[config.mk]
export PLATFORM = sky130hd
export DESIGN_NAME = mips_multi_ctrl
export DESIGN_NICKNAME = d
export VERILOG_FILES = /design/src/rtl/mips_multi_ctrl.sv
export SDC_FILE = /design/constraint.sdc
export NUM_CORES = 1
export LEC_CHECK = 0
export CORE_ASPECT_RATIO = 1.1
export CORE_MARGIN = 2
export CORE_UTILIZATION = 34
export DETAILED_ROUTE_END_ITERATION = 8
export PLACE_DENSITY_LB_ADDON = 0.15
export SLEW_MARGIN = 40
export SYNTH_ARGS = -nofsm -noshare
export SYNTH_HDL_FRONTEND = slang
export SYNTH_SLANG_ARGS = --single-unit
[constraint.sdc]
create_clock -name clk -period 1.2 [get_ports clk]
set_clock_uncertainty 0.05 [all_clocks]
set_input_delay 0.18 -clock clk [delete_from_list [all_inputs] [get_ports clk]]
set_output_delay 0.18 -clock clk [all_outputs]
set_load 0.05 [all_outputs]
[src/rtl/mips_multi_ctrl.sv]
// Multicycle MIPS control FSM: sequences fetch/decode/execute/memory/writeback
// and drives the datapath strobes and selects for each step.
module mips_multi_ctrl (
    input  logic       clk,
    input  logic       rst_n,
    input  logic [5:0] op,
    input  logic       zero,
    input  logic       mem_ready,
    output logic       IorD,
    output logic       IRWrite,
    output logic       MemWrite,
    output logic       RegDst,
    output logic       MemtoReg,
    output logic       RegWrite,
    output logic       ALUSrcA,
    output logic [1:0] ALUSrcB,
    output logic [1:0] ALUOp,
    output logic [1:0] PCSrc,
    output logic       PCEn,
    output logic [3:0] state,
    output logic       instr_done
);

    typedef enum logic [3:0] {
        S_FETCH   = 4'd0,
        S_DECODE  = 4'd1,
        S_MEMADR  = 4'd2,
        S_MEMRD   = 4'd3,
        S_MEMWB   = 4'd4,
        S_MEMWR   = 4'd5,
        S_EXECUTE = 4'd6,
        S_ALUWB   = 4'd7,
        S_BRANCH  = 4'd8,
        S_ADDIEX  = 4'd9,
        S_ADDIWB  = 4'd10,
        S_JUMP    = 4'd11
    } state_e;

    localparam logic [5:0] OP_LW   = 6'b100011;
    localparam logic [5:0] OP_SW   = 6'b101011;
    localparam logic [5:0] OP_RTYP = 6'b000000;
    localparam logic [5:0] OP_BEQ  = 6'b000100;
    localparam logic [5:0] OP_ADDI = 6'b001000;
    localparam logic [5:0] OP_J    = 6'b000010;

    state_e state_q, state_d;

    logic       iord_c, irwrite_c, memwrite_c, regdst_c, memtoreg_c;
    logic       regwrite_c, alusrca_c, pcen_c, done_c;
    logic [1:0] alusrcb_c, aluop_c, pcsrc_c;

    always_ff @(posedge clk or negedge rst_n) begin
        if (!rst_n) begin
            state_q <= S_FETCH;
        end else begin
            state_q <= state_d;
        end
    end

    always_comb begin
        state_d    = S_FETCH;
        iord_c     = 1'b0;
        irwrite_c  = 1'b0;
        memwrite_c = 1'b0;
        regdst_c   = 1'b0;
        memtoreg_c = 1'b0;
        regwrite_c = 1'b0;
        alusrca_c  = 1'b0;
        pcen_c     = 1'b0;
        done_c     = 1'b0;
        alusrcb_c  = 2'b00;
        aluop_c    = 2'b00;
        pcsrc_c    = 2'b00;
        case (state_q)
            S_FETCH: begin
                alusrcb_c = 2'b01;
                irwrite_c = mem_ready;
                pcen_c    = mem_ready;
                state_d   = mem_ready ? S_DECODE : S_FETCH;
            end
            S_DECODE: begin
                alusrcb_c = 2'b11;
                case (op)
                    OP_LW, OP_SW: state_d = S_MEMADR;
                    OP_RTYP:      state_d = S_EXECUTE;
                    OP_BEQ:       state_d = S_BRANCH;
                    OP_ADDI:      state_d = S_ADDIEX;
                    OP_J:         state_d = S_JUMP;
                    // Unknown opcodes retire here as a NOP.
                    default: begin
                        state_d = S_FETCH;
                        done_c  = 1'b1;
                    end
                endcase
            end
            S_MEMADR: begin
                alusrca_c = 1'b1;
                alusrcb_c = 2'b10;
                state_d   = (op == OP_LW) ? S_MEMRD : S_MEMWR;
            end
            S_MEMRD: begin
                iord_c  = 1'b1;
                state_d = mem_ready ? S_MEMWB : S_MEMRD;
            end
            S_MEMWB: begin
                memtoreg_c = 1'b1;
                regwrite_c = 1'b1;
                done_c     = 1'b1;
            end
            S_MEMWR: begin
                iord_c     = 1'b1;
                memwrite_c = 1'b1;
                done_c     = mem_ready;
                state_d    = mem_ready ? S_FETCH : S_MEMWR;
            end
            S_EXECUTE: begin
                alusrca_c = 1'b1;
                aluop_c   = 2'b10;
                state_d   = S_ALUWB;
            end
            S_ALUWB: begin
                regdst_c   = 1'b1;
                regwrite_c = 1'b1;
                done_c     = 1'b1;
            end
            S_BRANCH: begin
                alusrca_c = 1'b1;
                aluop_c   = 2'b01;
                pcsrc_c   = 2'b01;
                pcen_c    = zero;
                done_c    = 1'b1;
            end
            S_ADDIEX: begin
                alusrca_c = 1'b1;
                alusrcb_c = 2'b10;
                state_d   = S_ADDIWB;
            end
            S_ADDIWB: begin
                regwrite_c = 1'b1;
                done_c     = 1'b1;
            end
            S_JUMP: begin
                pcsrc_c = 2'b10;
                pcen_c  = 1'b1;
                done_c  = 1'b1;
            end
            default: state_d = S_FETCH;
        endcase
    end

    // Reset forces FETCH, but FETCH itself drives nonzero selects; gate
    // everything so the datapath sees all-zero controls while rst_n is low.
    assign IorD       = rst_n & iord_c;
    assign IRWrite    = rst_n & irwrite_c;
    assign MemWrite   = rst_n & memwrite_c;
    assign RegDst     = rst_n & regdst_c;
    assign MemtoReg   = rst_n & memtoreg_c;
    assign RegWrite   = rst_n & regwrite_c;
    assign ALUSrcA    = rst_n & alusrca_c;
    assign PCEn       = rst_n & pcen_c;
    assign instr_done = rst_n & done_c;
    assign ALUSrcB    = rst_n ? alusrcb_c : 2'b00;
    assign ALUOp      = rst_n ? aluop_c   : 2'b00;
    assign PCSrc      = rst_n ? pcsrc_c   : 2'b00;
    assign state      = state_q;

endmodule
==> summary.md, run 1 <==
| Metric | Value |
|---|---|
| Outcome | `stopped before the end` |
| Fail Step | `4_1_cts` |
| Run Error | `[ERROR DPL-0038] Utilization greater than 100%, impossible to legalize` |
| CTS Hold Buffers Added | `0` |
| Detailed Place HPWL | `~2.5 mm` |
| CTS Root Cell | `clkbuf_4` |
| RePlAce Congestion | `0.9274` |
| # IOs | `29` |
| Share of async-settable or async-resettable flops after synthesis | `100.0%` |
| Cts bufs inserted | `3` |
| Register area share after synthesis | `between 10% and 20%` |
| Top cells by area, synth | `dfrtp_1, nor2b_1, nor3_1` |
| FF+latch count, synth | `4` |
| Count of different cell masters after synthesis | `34` |
| Post-synth top area share | `18.10%` |
| Initial core utilization | `35.93%` |
| IO Port Bufs | `28` |
| Syn Area/Cell | `6.663 µm²` |
| Ys Warns | `0` |
| Top cell type by total area after synthesis | `dfrtp_1` |
| Die height | `approximately 46 µm` |
| Postcts setup bufs | `10` |
| Synth Cell Area | `553.0 µm²` |
| Max Buffers Root-to-Sink | `2` |
| Mapped Cells | `83` |
| Mapped Nets | `93` |
| Top_reg_cell synth | `dfrtp_1` |
| CTS resizes | `between 60 and 70` |
| H-tree depth | `1` |
| Die W | `42.46 µm` |
| Number of synthesized flops with an enable pin | `0` |
| Core Rows | `15` |
| Clock sinks | `4` |
[metrics by stage]
stage,hold WS [ps],worst slack (ps),cell area [µm²],std cells,setup TNS (ps)
floorplan,-165.6,-561.9,739.5,83,-7446
global placement,583.1,-557.8,1478,158,-6895
detailed placement,589.6,-625.2,1478,158,-7519
[cells in the mapped netlist (3+ instances only)]
cell type	instances
buf_2	4
nor3_1	8
nand2b_1	3
o21ai_0	3
dfrtp_1	4
nand2_1	8
o21ai_1	3
nor2_1	8
nor2b_1	7
a21oi_1	6
[logic make-up after synthesis]
logic type      share of synthesized area, %
mux                                    3.846
xor+xnor                               3.168
buf+inv                                5.654
simple gates                           42.54
compound gates                         26.69
flops                                  18.10
==> run 2, diff against run 1 <==
Settings changed: CORE_AREA from default to 2 2 63 65, CORE_ASPECT_RATIO 1.1 to default, CORE_MARGIN 2 to default, CORE_UTILIZATION 34 to default, DIE_AREA from default to 0 0 65 67.
Clock period 1.2 ns to 1.6 ns, I/O delays scaled along.
==> run 2 against run 1 <==
  * The flow now finishes, with violations (negative setup slack)
  * Synthesized cell count unchanged
  * Synthesized area is the same
==> summary.md, run 2 <==
| Metric | Value |
|---|---|
| Max Fclk | `566.0 MHz` |
| Vias in the first global route | `910` |
| Final hold violations | `0` |
| Flop-to-flop setup slack | `-80 ps` |
| Initial DRC Count | `18` |
| Synth Cell Area | `553.0 µm² (unchanged)` |
| Relative slew slack | `75.69%` |
| Worst setup SP type | `flop` |
| Drc violations | `0` |
| R2R depth | `7` |
| HP Class | `in -> async` |
| Worst setup path category | `reg -> out` |
| Nature of the critical path endpoint | `output port` |
| Core Util, Final | `50.62%` |
| Commonest non-fill, non-tap cell in the layout | `buf_4` |
| Clock sinks | `4 (unchanged)` |
| CTS Root Cell | `clkbuf_8 (was clkbuf_4)` |
| Routed Antenna Nets | `0` |
| FF+latch count, synth | `4 (unchanged)` |
| Top cell type by total area after synthesis | `dfrtp_1 (unchanged)` |
| Initial antenna violation count | `0` |
| Share of async-settable or async-resettable flops after synthesis | `100.0% (unchanged)` |
| Largest net degree at the start of global routing | `10` |
| Cts bufs inserted | `3 (unchanged)` |
| Die ar. | `0.004355 mm²` |
| Static leakage | `0.7221 nW` |
| DRT Wirelength | `2.505 mm` |
| Number of synthesized flops with an enable pin | `0 (unchanged)` |
| WL/cell | `12.28 µm` |
| Cell Count, Final, Fillers Out | `204` |
| Crit path cell chain | `buf_6, mux2i_2, o32ai_4, buf_12` |
| Max Buffers Root-to-Sink | `2 (unchanged)` |
| Detailed Place HPWL | `1.902 mm (was 2.480 mm)` |
| Final Max Slew Viols | `0` |
| Setup TNS | `-1441 ps` |
| Total track usage | `12.77%` |
| Top cells by area, synth | `dfrtp_1, nor2b_1, nor3_1 (unchanged)` |
| Mapped Cells | `83 (unchanged)` |
| IO Port Bufs | `28 (unchanged)` |
| Levels on crit path | `4` |
| Mapped Nets | `93 (unchanged)` |
| Critical path startpoint | `state[3]` |
| Top cells by count, synth | `nand2_1, nor2_1, nor3_1 (unchanged)` |
| First-pass DRT Iterations | `4` |
| Pre-CTS WS | `-404.8 ps (was -625.2 ps)` |
| Layout cells sized above 1 | `68.59%` |
| WP buf/inv | `2` |
| Register area share after synthesis | `18.10% (unchanged)` |
| Pwr Density | `between 600 and 700 mW/mm²` |
| Total chip power | `1.208 mW` |
| CP required | `1310 ps` |
| Clock-pin slew on the worst setup and hold paths | `approximately 30 ps` |
| Max reg flops | `4` |
| Critical path's slowest cell | `dfrtp_2` |
| CP delay by family, top | `flip-flops` |
| Placed cell count | `185 (was 158)` |
| Worst setup slack after layout | `-166.8 ps` |
| Ant diodes | `0` |
| Top_reg_cell synth | `dfrtp_1 (unchanged)` |
| Core Rows | `22 (was 15)` |
| Tcrit/Tclk final | `110.4%` |
| RePlAce Congestion | `0.7843 (was 0.9274)` |
| Largest vdd supply drop | `0.0003777 V` |
| Post-DP Area | `0.001486 mm² (was 0.001478 mm²)` |
| Multi-input logic area | `698.2 µm²` |
| Fillers | `338` |
| # IOs | `29 (unchanged)` |
| Reg2Reg Launch Point | `state[2]` |
| Later-pin clock latency in the skew report | `~220 ps` |
| Initial core utilization | `15.34% (was 35.93%)` |
| Count of different cell masters after synthesis | `34 (unchanged)` |
| Critical Path AT | `1480 ps` |
| Via count | `905` |
| Core ar. | `0.003606 mm²` |
| Ys Warns | `0 (unchanged)` |
| Most frequent cells in the layout | `buf_4, buf_12, buf_6, nor3_4, dlygate4sd2_1` |
| CTS tree | `built` |
| Min cycle time layout | `1767 ps` |
| Vias per inst | `4.436` |
| Syn Area/Cell | `6.663 µm² (unchanged)` |
| Die W | `65 µm (was 42.46 µm)` |
| Nets | `168` |
| Failing checks | `negative setup slack` |
| CP Max Fanout | `6` |
| Worst-Margin Slew | `roughly 360 ps` |
| Design area | `0.001826 mm²` |
| First-pass GRT wire length | `4.243 mm` |
| Die height | `67 µm (was 46.30 µm)` |
| Hold_ws | `around 27 ps` |
| H-tree depth | `1 (unchanged)` |
| Crit path largest cell delay | `about 470 ps` |
| Area Overhead vs Synth | `230.1%` |
| R2R Path End | `state[2]` |
| Post-synth top area share | `18.10% (unchanged)` |
| Max-Cap Viols | `0` |
| Reg area | `105.1 µm²` |
| RSZ-0062 raised after global routing | `true` |
| Setup crit end | `PCEn` |
| Global route total overflow | `0` |
| Outcome | `finished with violations (was stopped before the end)` |
| # setup viols final | `13` |
run 2: worst min path at each step:
stage	end	slack, ps	depth (start not counted)	from
final	state[1]	30	2	rst_n
after detailed placement	state[1]	520	2	rst_n
after global routing	state[1]	40	2	rst_n
after global placement	state[1]	520	2	rst_n
after floorplan	state[0]	-110	0	rst_n
after CTS	state[1]	30	2	rst_n
run 2: final cells by class:
type | instances | share of cell area [%]
Tap cell | 48 | 3.290
Timing Repair Buffer | 75 | 49.76
Clock buffer | 3 | 2.262
Multi-Input combinational cell | 72 | 38.25
Inverter | 2 | 0.6854
Sequential cell | 4 | 5.757
run 2: cells by family (layout without fill, tap and decap cells):
| group | after synthesis | after routing | share of synthesized area (%) |
|---|---|---|---|
| xor+xnor | 2 | 2 | 3.168 |
| buf+inv | 7 | 80 | 5.654 |
| compound gates | 23 | 23 | 26.69 |
| simple gates | 45 | 45 | 42.54 |
| mux | 2 | 2 | 3.846 |
| flops | 4 | 4 | 18.10 |
run 2: what timing repair did:
action                                 in CTS  in global routing
setup endpoints to repair                  15                 15
buffers inserted                           12                  5
pin swaps                                   8                 13
gates cloned                                0                  0
hold buffers                                0                  0
gates resized for setup                    32                 19
endpoints found under the hold margin       0                  0
run 2: routing by layer:
layer	GRT usage, %	vias to the layer above	part of all wire, %
met5	0	-	0
met3	1.014	3	3.8
li1	-	455	-
met2	26.42	31	57
met4	3.989	0	1.0
met1	13.37	416	38
run 2: worst reg2reg max path, delay by kind of cell (launching register included):
| family | cells | cell delay, ps |
|---|---|---|
| compound gates | 3 | 530 |
| simple gates | 1 | 120 |
| buf+inv | 3 | 410 |
| flops | 1 | 460 |
run 2: power breakdown:
part	total (mW)	switching, mW	internal, mW
Combinational	0.856	0.413	0.444
Clock	0.211	0.0511	0.160
Sequential	0.141	0.0255	0.115
Total	1.21	0.489	0.719
No activity file was read; power rests on OpenSTA's default activity.
